`config.mk`:
```
export PLATFORM = sky130hd
export DESIGN_NAME = tcdm_xbar_pipe
export DESIGN_NICKNAME = d
export VERILOG_FILES = /design/src/rtl/tcdm_xbar_pkg.sv /design/src/rtl/tcdm_xbar_rr_arb.sv /design/src/rtl/tcdm_xbar_pipe.sv
export SDC_FILE = /design/constraint.sdc
export NUM_CORES = 2
export LEC_CHECK = 0
export CAP_MARGIN = 25
export CORE_AREA = 2 2 427 429
export CTS_CLUSTER_DIAMETER = 50
export DETAILED_ROUTE_END_ITERATION = 12
export DIE_AREA = 0 0 429 431
export GPL_TIMING_DRIVEN = 0
export MAX_ROUTING_LAYER = met4
export PLACE_DENSITY = 0.43
export SLEW_MARGIN = 0
export SYNTH_ARGS = -nofsm -noshare
export SYNTH_HDL_FRONTEND = slang
export SYNTH_SLANG_ARGS = --single-unit
```
`constraint.sdc`:
```
create_clock -name clk_i -period 3.25 [get_ports clk_i]
set_clock_uncertainty 0.1 [all_clocks]
set_input_delay 0.325 -clock clk_i [delete_from_list [all_inputs] [get_ports clk_i]]
set_output_delay 0.325 -clock clk_i [all_outputs]
set_load 0.05 [all_outputs]
```
`src/rtl/tcdm_xbar_pkg.sv`:
```
// Shared definitions for the pipelined TCDM crossbar.
//   resp_tag_t     : response pipeline entry {valid, initiator index, store flag}
//   bank_idx_width : bank select width for a given bank count
//   word_offset    : byte-offset bits within one data word
//   addr_bank      : bank selected by a byte address
//   addr_mem       : bank-local word address for a byte address
package tcdm_xbar_pkg;

  // Fixed upper bound on initiator index width so the tag type can live here.
  localparam int unsigned MaxIdxWidth = 8;

  typedef struct packed {
    logic                   valid;
    logic [MaxIdxWidth-1:0] idx;
    logic                   wen;
  } resp_tag_t;

  function automatic int unsigned bank_idx_width(input int unsigned num_out);
    return (num_out > 1) ? $clog2(num_out) : 1;
  endfunction

  function automatic int unsigned word_offset(input int unsigned data_width);
    return $clog2(data_width / 8);
  endfunction

  function automatic logic [63:0] addr_bank(input logic [63:0]  addr,
                                            input int unsigned word_off,
                                            input int unsigned il_bits,
                                            input int unsigned bank_bits);
    return (addr >> (word_off + il_bits)) & ((64'd1 << bank_bits) - 64'd1);
  endfunction

  // Upper word bits above the bank field, followed by the in-bank interleave bits.
  function automatic logic [63:0] addr_mem(input logic [63:0]  addr,
                                           input int unsigned word_off,
                                           input int unsigned il_bits,
                                           input int unsigned bank_bits,
                                           input int unsigned mem_width);
    logic [63:0] word;
    word = addr >> word_off;
    return (((word >> (il_bits + bank_bits)) << il_bits) |
            (word & ((64'd1 << il_bits) - 64'd1))) & ((64'd1 << mem_width) - 64'd1);
  endfunction

endpackage

```
`src/rtl/tcdm_xbar_rr_arb.sv`:
```
// Per-bank round-robin arbiter.
//   req_i : requesters targeting this bank
//   gnt_i : bank grant; pointer advances only on req_o & gnt_i
//   req_o : at least one requester present
//   idx_o : winner, first requester at or after the pointer
module tcdm_xbar_rr_arb #(
  parameter  int unsigned NumIn = 4,
  localparam int unsigned IdxW  = (NumIn > 1) ? $clog2(NumIn) : 1
) (
  input  logic             clk_i,
  input  logic             rst_ni,
  input  logic [NumIn-1:0] req_i,
  input  logic             gnt_i,
  output logic             req_o,
  output logic [IdxW-1:0]  idx_o
);

  logic [IdxW-1:0] r_ptr;

  // Two passes: requesters at/after the pointer first, then the wrapped-around ones.
  always_comb begin
    req_o = 1'b0;
    idx_o = '0;
    for (int unsigned j = 0; j < NumIn; j++) begin
      if (!req_o && req_i[j] && (IdxW'(j) >= r_ptr)) begin
        req_o = 1'b1;
        idx_o = IdxW'(j);
      end
    end
    for (int unsigned j = 0; j < NumIn; j++) begin
      if (!req_o && req_i[j]) begin
        req_o = 1'b1;
        idx_o = IdxW'(j);
      end
    end
  end

  always_ff @(posedge clk_i or negedge rst_ni) begin
    if (!rst_ni) begin
      r_ptr <= '0;
    end else if (req_o && gnt_i) begin
      r_ptr <= (32'(idx_o) == NumIn - 1) ? '0 : idx_o + 1'b1;
    end
  end

endmodule

```
`src/rtl/tcdm_xbar_pipe.sv`:
```
// Full TCDM crossbar with configurable bank interleaving, optional request
// register per initiator and a per-bank response pipeline of depth RespLat.
//   req_i/add_i/wen_i/wdata_i/be_i : initiator requests (byte addresses)
//   gnt_o                          : initiator request accepted
//   vld_o/rdata_o                  : initiator responses, RespLat after bank handshake
//   req_o/add_o/wen_o/wdata_o/be_o : bank requests (bank-local word addresses)
//   gnt_i/rdata_i                  : bank grant and read data
module tcdm_xbar_pipe
  import tcdm_xbar_pkg::*;
#(
  parameter int unsigned NumIn           = 4,
  parameter int unsigned NumOut          = 8,
  parameter int unsigned AddrWidth       = 32,
  parameter int unsigned DataWidth       = 32,
  parameter int unsigned BeWidth         = DataWidth / 8,
  parameter int unsigned AddrMemWidth    = 12,
  parameter int unsigned InterleaveWords = 1,
  parameter int unsigned ReqPipe         = 0,
  parameter int unsigned RespLat         = 1,
  parameter int unsigned WriteRespOn     = 1
) (
  input  logic                               clk_i,
  input  logic                               rst_ni,
  input  logic [NumIn-1:0]                   req_i,
  input  logic [NumIn-1:0][AddrWidth-1:0]    add_i,
  input  logic [NumIn-1:0]                   wen_i,
  input  logic [NumIn-1:0][DataWidth-1:0]    wdata_i,
  input  logic [NumIn-1:0][BeWidth-1:0]      be_i,
  output logic [NumIn-1:0]                   gnt_o,
  output logic [NumIn-1:0]                   vld_o,
  output logic [NumIn-1:0][DataWidth-1:0]    rdata_o,
  output logic [NumOut-1:0]                  req_o,
  input  logic [NumOut-1:0]                  gnt_i,
  output logic [NumOut-1:0][AddrMemWidth-1:0] add_o,
  output logic [NumOut-1:0]                  wen_o,
  output logic [NumOut-1:0][DataWidth-1:0]  wdata_o,
  output logic [NumOut-1:0][BeWidth-1:0]    be_o,
  input  logic [NumOut-1:0][DataWidth-1:0]  rdata_i
);

  localparam int unsigned W    = word_offset(DataWidth);
  localparam int unsigned I    = $clog2(InterleaveWords);
  localparam int unsigned B    = bank_idx_width(NumOut);
  localparam int unsigned IdxW = (NumIn > 1) ? $clog2(NumIn) : 1;

  // Decoded incoming requests.
  logic [NumIn-1:0][B-1:0]            w_in_bank;
  logic [NumIn-1:0][AddrMemWidth-1:0] w_in_addr;

  // Requests presented to the arbiters (direct or registered).
  logic [NumIn-1:0]                   w_ireq;
  logic [NumIn-1:0][B-1:0]            w_ibank;
  logic [NumIn-1:0][AddrMemWidth-1:0] w_iaddr;
  logic [NumIn-1:0]                   w_iwen;
  logic [NumIn-1:0][DataWidth-1:0]    w_iwdata;
  logic [NumIn-1:0][BeWidth-1:0]      w_ibe;

  logic [NumOut-1:0][IdxW-1:0]        w_win;
  logic [NumOut-1:0]                  w_hs;
  logic [NumIn-1:0]                   w_igrant;
  resp_tag_t [NumOut-1:0]             w_last;

  always_comb begin
    w_in_bank = '0;
    w_in_addr = '0;
    for (int i = 0; i < NumIn; i++) begin
      w_in_bank[i] = B'(addr_bank(64'(add_i[i]), W, I, B));
      w_in_addr[i] = AddrMemWidth'(addr_mem(64'(add_i[i]), W, I, B, AddrMemWidth));
    end
  end

  if (ReqPipe != 0) begin : g_req_pipe
    logic [NumIn-1:0]                   r_full;
    logic [NumIn-1:0][B-1:0]            r_bank;
    logic [NumIn-1:0][AddrMemWidth-1:0] r_addr;
    logic [NumIn-1:0]                   r_wen;
    logic [NumIn-1:0][DataWidth-1:0]    r_wdata;
    logic [NumIn-1:0][BeWidth-1:0]      r_be;

    // Accept when empty or when the held entry leaves this cycle; gnt_i only
    // reaches gnt_o through a full register.
    assign gnt_o = req_i & (~r_full | w_igrant);

    always_ff @(posedge clk_i or negedge rst_ni) begin
      if (!rst_ni) begin
        r_full  <= '0;
        r_bank  <= '0;
        r_addr  <= '0;
        r_wen   <= '0;
        r_wdata <= '0;
        r_be    <= '0;
      end else begin
        for (int i = 0; i < NumIn; i++) begin
          if (gnt_o[i]) begin
            r_full[i]  <= 1'b1;
            r_bank[i]  <= w_in_bank[i];
            r_addr[i]  <= w_in_addr[i];
            r_wen[i]   <= wen_i[i];
            r_wdata[i] <= wdata_i[i];
            r_be[i]    <= be_i[i];
          end else if (w_igrant[i]) begin
            r_full[i] <= 1'b0;
          end
        end
      end
    end

    assign w_ireq   = r_full;
    assign w_ibank  = r_bank;
    assign w_iaddr  = r_addr;
    assign w_iwen   = r_wen;
    assign w_iwdata = r_wdata;
    assign w_ibe    = r_be;

    for (genvar i = 0; i < NumIn; i++) begin : g_hold_chk
      a_hold_stable: assert property (@(posedge clk_i) disable iff (!rst_ni)
          (r_full[i] && !w_igrant[i]) |=>
          $stable({r_bank[i], r_addr[i], r_wen[i], r_wdata[i], r_be[i]}));
    end
  end else begin : g_req_comb
    assign gnt_o    = w_igrant;
    assign w_ireq   = req_i;
    assign w_ibank  = w_in_bank;
    assign w_iaddr  = w_in_addr;
    assign w_iwen   = wen_i;
    assign w_iwdata = wdata_i;
    assign w_ibe    = be_i;
  end

  assign w_hs = req_o & gnt_i;

  always_comb begin
    w_igrant = '0;
    for (int k = 0; k < NumOut; k++) begin
      if (w_hs[k]) w_igrant[w_win[k]] = 1'b1;
    end
  end

  for (genvar k = 0; k < NumOut; k++) begin : g_bank
    logic [NumIn-1:0]         w_bank_req;
    resp_tag_t [RespLat-1:0]  r_pipe;

    always_comb begin
      w_bank_req = '0;
      for (int i = 0; i < NumIn; i++) begin
        w_bank_req[i] = w_ireq[i] && (w_ibank[i] == B'(k));
      end
    end

    tcdm_xbar_rr_arb #(
      .NumIn(NumIn)
    ) u_arb (
      .clk_i (clk_i),
      .rst_ni(rst_ni),
      .req_i (w_bank_req),
      .gnt_i (gnt_i[k]),
      .req_o (req_o[k]),
      .idx_o (w_win[k])
    );

    assign add_o[k]   = w_iaddr[w_win[k]];
    assign wen_o[k]   = w_iwen[w_win[k]];
    assign wdata_o[k] = w_iwdata[w_win[k]];
    assign be_o[k]    = w_ibe[w_win[k]];

    always_ff @(posedge clk_i or negedge rst_ni) begin
      if (!rst_ni) begin
        r_pipe <= '0;
      end else begin
        r_pipe[0] <= '{valid: w_hs[k], idx: MaxIdxWidth'(w_win[k]), wen: wen_o[k]};
        for (int s = 1; s < RespLat; s++) r_pipe[s] <= r_pipe[s-1];
      end
    end

    assign w_last[k] = r_pipe[RespLat-1];
  end

  // An initiator completes at most one handshake per cycle, so at most one
  // bank returns to it per cycle.
  always_comb begin
    vld_o   = '0;
    rdata_o = '0;
    for (int k = 0; k < NumOut; k++) begin
      for (int i = 0; i < NumIn; i++) begin
        if (w_last[k].valid && (w_last[k].idx == MaxIdxWidth'(i))) begin
          if (!w_last[k].wen || (WriteRespOn != 0)) vld_o[i] = 1'b1;
          if (!w_last[k].wen) rdata_o[i] = rdata_i[k];
        end
      end
    end
  end

  a_addr_fits: assert property (@(posedge clk_i) AddrMemWidth + B + I + W <= AddrWidth);
  a_out_pow2:  assert property (@(posedge clk_i) (NumOut & (NumOut - 1)) == 0);
  a_il_pow2:   assert property (@(posedge clk_i) (InterleaveWords & (InterleaveWords - 1)) == 0);
  a_lat_min:   assert property (@(posedge clk_i) RespLat >= 1);
  a_idx_fits:  assert property (@(posedge clk_i) IdxW <= MaxIdxWidth);

endmodule

```
# Word level (Yosys, flattened, before mapping)
# Cells that the tools add are included.
# classes
addsub,8
muxes,309
n_bitwise,8
n_lt_le_gt_ge,48
reduce_logical,236
n_eq_ne,60
# ops
op,n
32-bit 2-to-1 mux,69
32-bit binary-select mux with 2-bit select,8
12-bit binary-select mux with 2-bit select,8
1-bit logical AND,168
1-bit 2-to-1 mux,120
2-bit 2-to-1 mux,56
12-bit 2-to-1 mux,8
4-bit binary-select mux with 2-bit select,8
8-bit zero test,8
4-bit 2-to-1 mux,16
1-bit zero test,56
2-bit == test (second input constant),24
3-bit == test (second input constant),16
1-bit by 2-bit greater-or-equal comparator with 1-bit output (first input constant),16
2-bit greater-or-equal comparator (first input constant),16
4-bit OR,7
3-bit by 2-bit == test with 1-bit output (second input constant),8
2-bit by 3-bit less-than comparator with 1-bit output (second input constant),8
2-bit by 1-bit adder with 2-bit output (second input constant),8
1-bit binary-select mux with 2-bit select,8
1-bit demux with 2-bit select,8
2-bit by 1-bit == test with 1-bit output (second input constant),8
2-bit by 1-bit greater-or-equal comparator with 1-bit output (second input constant),8
3-bit by 1-bit == test with 1-bit output (second input constant),4
other kinds (2),5
# word_totals
reg_bits,48
output_inout_bits,536

# Logic depth before layout (Yosys ltp)
# logic_depth
depth_word,47
ltp_mapped,12

# Cells and area by module
# From an unflattened synthesis, not the netlist that was laid out.
# unflattened
cells_unflattened,2332
hier_area_um2,21439.3
# by_module_without_submodules
mod,seq_area_each_um2,cells_per_inst,instances,area_each_um2
tcdm_xbar_pipe,800.8,2144,1,20068.0
tcdm_xbar_rr_arb (g_bank[0].u_arb ...),50.0,24,7,167.7
tcdm_xbar_rr_arb (g_bank[7].u_arb),50.0,20,1,197.7

# Worst setup path after synthesis
# Ideal clock, no wire load.
# synth_timing
path_type,register to output
start,register g_bank[6].r_pipe[1] (netlist name)
end,output rdata_o[83] (netlist name)
t_arrival_ns,2.733
path_stages_with_launch,7
required_time_ns,2.825
path_slack_ns,0.092
path_cell_list,dfrtp_1 > or4bb_1 > nand3_1 > clkbuf_1 > a221oi_1 > o21a_1 > a211oi_1
# synth_rtl
element,line,text
"start, declared",tcdm_xbar_pipe.sv:141,resp_tag_t [RespLat-1:0] r_pipe;
"end, declared",tcdm_xbar_pipe.sv:31,"output logic [NumIn-1:0][DataWidth-1:0] rdata_o,"

# Final worst setup path
# layout_timing
start,input add_i[100] (netlist name)
end,output gnt_o[0]
# layout_rtl
element,line,text
"start, declared",tcdm_xbar_pipe.sv:25,"input logic [NumIn-1:0][AddrWidth-1:0] add_i,"
3-bit by 2-bit == test with 1-bit output *,tcdm_xbar_pipe.sv:146,w_bank_req[i] = w_ireq[i] && (w_ibank[i] == B'(k));
1-bit logical AND *,tcdm_xbar_pipe.sv:146,
1-bit logical AND (2 in a row),tcdm_xbar_rr_arb.sv:25,if (!req_o && req_i[j] && (IdxW'(j) >= r_ptr)) begin
1-bit 2-to-1 mux,tcdm_xbar_rr_arb.sv:25,
1-bit zero test,tcdm_xbar_rr_arb.sv:31,if (!req_o && req_i[j]) begin
1-bit logical AND,tcdm_xbar_rr_arb.sv:31,
1-bit 2-to-1 mux,tcdm_xbar_rr_arb.sv:31,
1-bit zero test,tcdm_xbar_rr_arb.sv:31,
[8 not listed],-,
named net g_bank[3].u_arb.idx_o[0],tcdm_xbar_rr_arb.sv:15,output logic [IdxW-1:0] idx_o
[6 not listed],-,
4-bit OR (no source line),-,
4-bit 2-to-1 mux *,tcdm_xbar_pipe.sv:135,if (w_hs[k]) w_igrant[w_win[k]] = 1'b1;
4-bit OR (no source line),-,
4-bit 2-to-1 mux *,tcdm_xbar_pipe.sv:135,
4-bit OR (no source line),-,
4-bit 2-to-1 mux *,tcdm_xbar_pipe.sv:135,
4-bit OR (no source line),-,
4-bit 2-to-1 mux *,tcdm_xbar_pipe.sv:135,
"end, declared",tcdm_xbar_pipe.sv:29,"output logic [NumIn-1:0] gnt_o,"
# The timed path passes the listed nets; every way through them passes the cells marked *.

==> results_dict.tcl <==
set metrics [dict create \
    status "finished clean" \
    worstPathArrival_ns 2.82 \
    ir_worst_vdd_uv 187 \
    ant_nets 0 \
    synth_cell_types 72 \
    antenna_found_initial 55 \
    crit_end "gnt_o[0]" \
    rsz0062_at_grt "yes" \
    critPathLaunchType "input pin" \
    critPathMaxFanout 10 \
    grt_overflow 0 \
    cts.htree.levels 2 \
    finalCritPeriodShare_pct 99.7 \
    most-common-layout-cells "mux2i_1 (1,049), a21oi_1 (443), clkdlybuf4s50_1 (322)" \
    initial_core_util_pct 14.9 \
    fp.dieW_um 429 \
    drv_slew 0 \
    crit_path_top_delay_cell "nand4b_1" \
    max_stage_delay_ns 0.32 \
    cts_inserted_buffers 5 \
    synth.net_count 4294 \
    first_pass_iters 6 \
    die_y_um 431 \
    hold_ws_ns 0.417 \
    synthFlopType "dfrtp_1" \
    clock_sinks 48 \
    vias 36482 \
    syn-instance-count 3716 \
    synth-seq-cells 48 \
    clockBufferDepth 2 \
    nNetsFinal 5244 \
    syn_area_sq_um 26800 \
    maxSlewHeadroom_pct 29.7 \
    regToRegSetupSlack_ns 0.75 \
    maxCapViolations 0 \
    tightest_slew_ns 1.04 \
    grt_pass1_vias 36641 \
    clk_pin_slew_ns 0.08 \
    power_density_nw_per_um2 251 \
    timing.fmax_ghz 0.309 \
    dp_hpwl_um 193000 \
    ioPinCount 1082 \
    ff2ff_path_depth 8 \
    cp-end-kind "primary output" \
    required_ns 2.82 \
    cts_root_buf "clkbuf_16" \
    worst_skew_pair.late_latency_ns 0.30 \
    syn_area_per_cell_sq_um 7.22 \
    wl_per_cell_um 34.7 \
    area.growth.synth_to_final_pct 54.0 \
    drc 0 \
    ys_warn_count 0 \
    fin_crit_ns 3.24 \
    grt_first_pass_wirelength_um 326000 \
    coreArea_sq_um 180000 \
    async_flop_share_pct 100 \
    final_util_pct 22.9 \
    hold_violations 0 \
    dieArea_sq_um 185000 \
    drive_above_1_share_pct 27.4 \
    layout_commonest_cell "mux2i_1" \
    finalSetupViolations 0 \
    drtIter0Drc 3562 \
    power_leakage_uw 0.0144 \
    drt-total-wl_um 246000 \
    path_cells "clkbuf_4, nand4b_1, nand2b_1, o21ai_0, a21oi_2, buf_6, buf_16, inv_1, ha_2, a22o_1, a221oi_2, nand3_2, buf_8" \
    setup.worst_path.class "input pin to primary output" \
    synth-edff-count 0 \
    fp-row-count 156 \
    r2r_end "g_bank[2].r_pipe[0]$_DFF_PN0_" \
    grt_start_max_net_pins 33 \
    cts_tree "yes" \
    reg2reg_from "g_bank[2].u_arb.r_ptr[0]$_DFFE_PN0P_" \
    ys_seq_area_share_pct 4.48 \
    hold_path.class "input pin to asynchronous set/reset pin" \
    io_buffers 858 \
    vias_per_cell 5.16 \
    grt_use_total_pct 25.8 \
    critPathLaunch "add_i[100]" \
    place_congestion 0.978 \
]
cells in the mapped netlist (all sizes together) (4+ instances only):
library cell  instances  area [sq um]
a211oi               32           245
a21oi               470          2360
a221o                 6          60.1
a221oi               66           584
a22o                 17           149
a22oi                59           688
a2bb2oi               9          78.8
a311oi                4          35.0
a31oi                11          68.8
a41oi                 4          35.0
and2                 13          81.3
and3                  4          25.0
and3b                 6          52.6
and4b                 6          60.1
and4bb                6          75.1
buf                 277          1590
clkbuf              256           973
dfrtp                48          1200
ha                   32           400
inv                  38           143
mux2i              1079         10800
nand2               217           815
nand2b              107           669
nand3               122           611
nand4                15          93.8
nand4b               17           149
nand4bb              20           225
nor2                 78           293
nor2b                91           569
nor3                 13          65.1
nor3b                 4          35.0
nor4                  5          31.3
nor4b                 6          67.6
nor4bb                8          80.1
o211ai               60           455
o21a                 31           233
o21ai               319          1600
o221ai                8          70.1
o22ai                54           344
or2                   4          25.0
or3                  58           363
or4                   7          52.6
or4b                  8          91.3
state kept, by name (all words and copies together), names as in the netlist:
name and flops:
g_bank.r_pipe 32, g_bank.u_arb.r_ptr 16
where the power goes:
group          internal [uW]  switching, uW  total, uW
Sequential               668            132        799
Combinational           2890           6130       9030
Clock                    307            246        553
cell families (layout without fill, tap and decap cells):
| logic type | count (synthesis) | in the layout | share of synthesized area, % |
|---|---|---|---|
| AOI/OAI and AO/OA | 1164 | 1164 | 26.6 |
| buffers and inverters | 572 | 1523 | 10.1 |
| muxes | 1080 | 1080 | 40.3 |
| and+or+nand+nor | 820 | 820 | 17.0 |
| DFF | 48 | 48 | 4.48 |
| adders and majority gates | 32 | 32 | 1.49 |
| other | 0 | 37 | 0 |
metrics by stage:
step	cell area, sq um	power, uW	setup TNS, ns	std cells	setup slack, ns
6_report	41300	10400	0	7074	0.00950
5_1_grt	41300	10700	-0.139	7069	-0.0233
4_1_cts	41200	10400	0	7028	0.0000742
3_5_place_dp	38500	9600	-608.68	6951	-2.13
3_3_place_gp	38400	9590	-718.95	6944	-2.91
2_1_floorplan	26800	5950	0	3716	0.0921
critical path: cells and delay by family:
family | cells | cell delay, ns
AOI/OAI and AO/OA | 4 | 0.82
and+or+nand+nor | 3 | 0.67
adders and majority gates | 1 | 0.16
buffers and inverters | 5 | 0.83
area by class of cell:
| class | instances | area [sq um] |
|---|---|---|
| Sequential cell | 48 | 1210 |
| Clock inverter | 2 | 15.0 |
| Buffer | 512 | 3680 |
| Multi-Input combinational cell | 3096 | 23900 |
| Timing Repair Buffer | 964 | 9110 |
| Tap cell | 2370 | 2970 |
| Antenna cell | 37 | 92.6 |
| Inverter | 39 | 153 |
| Fill cell | 20204 | 139000 |
| Clock buffer | 6 | 139 |
layer usage:
metal | global-route usage, % | up-vias | share of wire (%)
li1 | - | 15732 | -
met4 | 11.8 | 0 | 5.4
met5 | - | - | 0
met2 | 47.1 | 2031 | 52
met3 | 3.74 | 421 | 6.1
met1 | 27.4 | 18298 | 37
worst min path at each step:
stage                                         startpoint  slack, ns  depth (start not counted)                              endpoint
floorplan                                         rst_ni      -0.07                          0         g_bank[0].r_pipe[0]$_DFF_PN0_
global placement    g_bank[0].u_arb.r_ptr[0]$_DFFE_PN0P_       0.46                          2  g_bank[0].u_arb.r_ptr[0]$_DFFE_PN0P_
detailed placement                                rst_ni       0.22                          1  g_bank[4].u_arb.r_ptr[1]$_DFFE_PN0P_
CTS                                               rst_ni       0.43                          2  g_bank[4].u_arb.r_ptr[1]$_DFFE_PN0P_
global route                                      rst_ni       0.47                          2  g_bank[4].u_arb.r_ptr[0]$_DFFE_PN0P_
finish                                            rst_ni       0.42                          2  g_bank[4].u_arb.r_ptr[1]$_DFFE_PN0P_
what timing repair did:
action	4_1_cts	5_1_grt
endpoints found under the setup margin	541	236
cloned	10	1
gates resized for setup	2571	246
pin swaps	37	28
endpoints found under the hold margin	16	0
hold buffers	1	0
setup buffers	76	12
No activity file was read; power rests on OpenSTA's default activity.
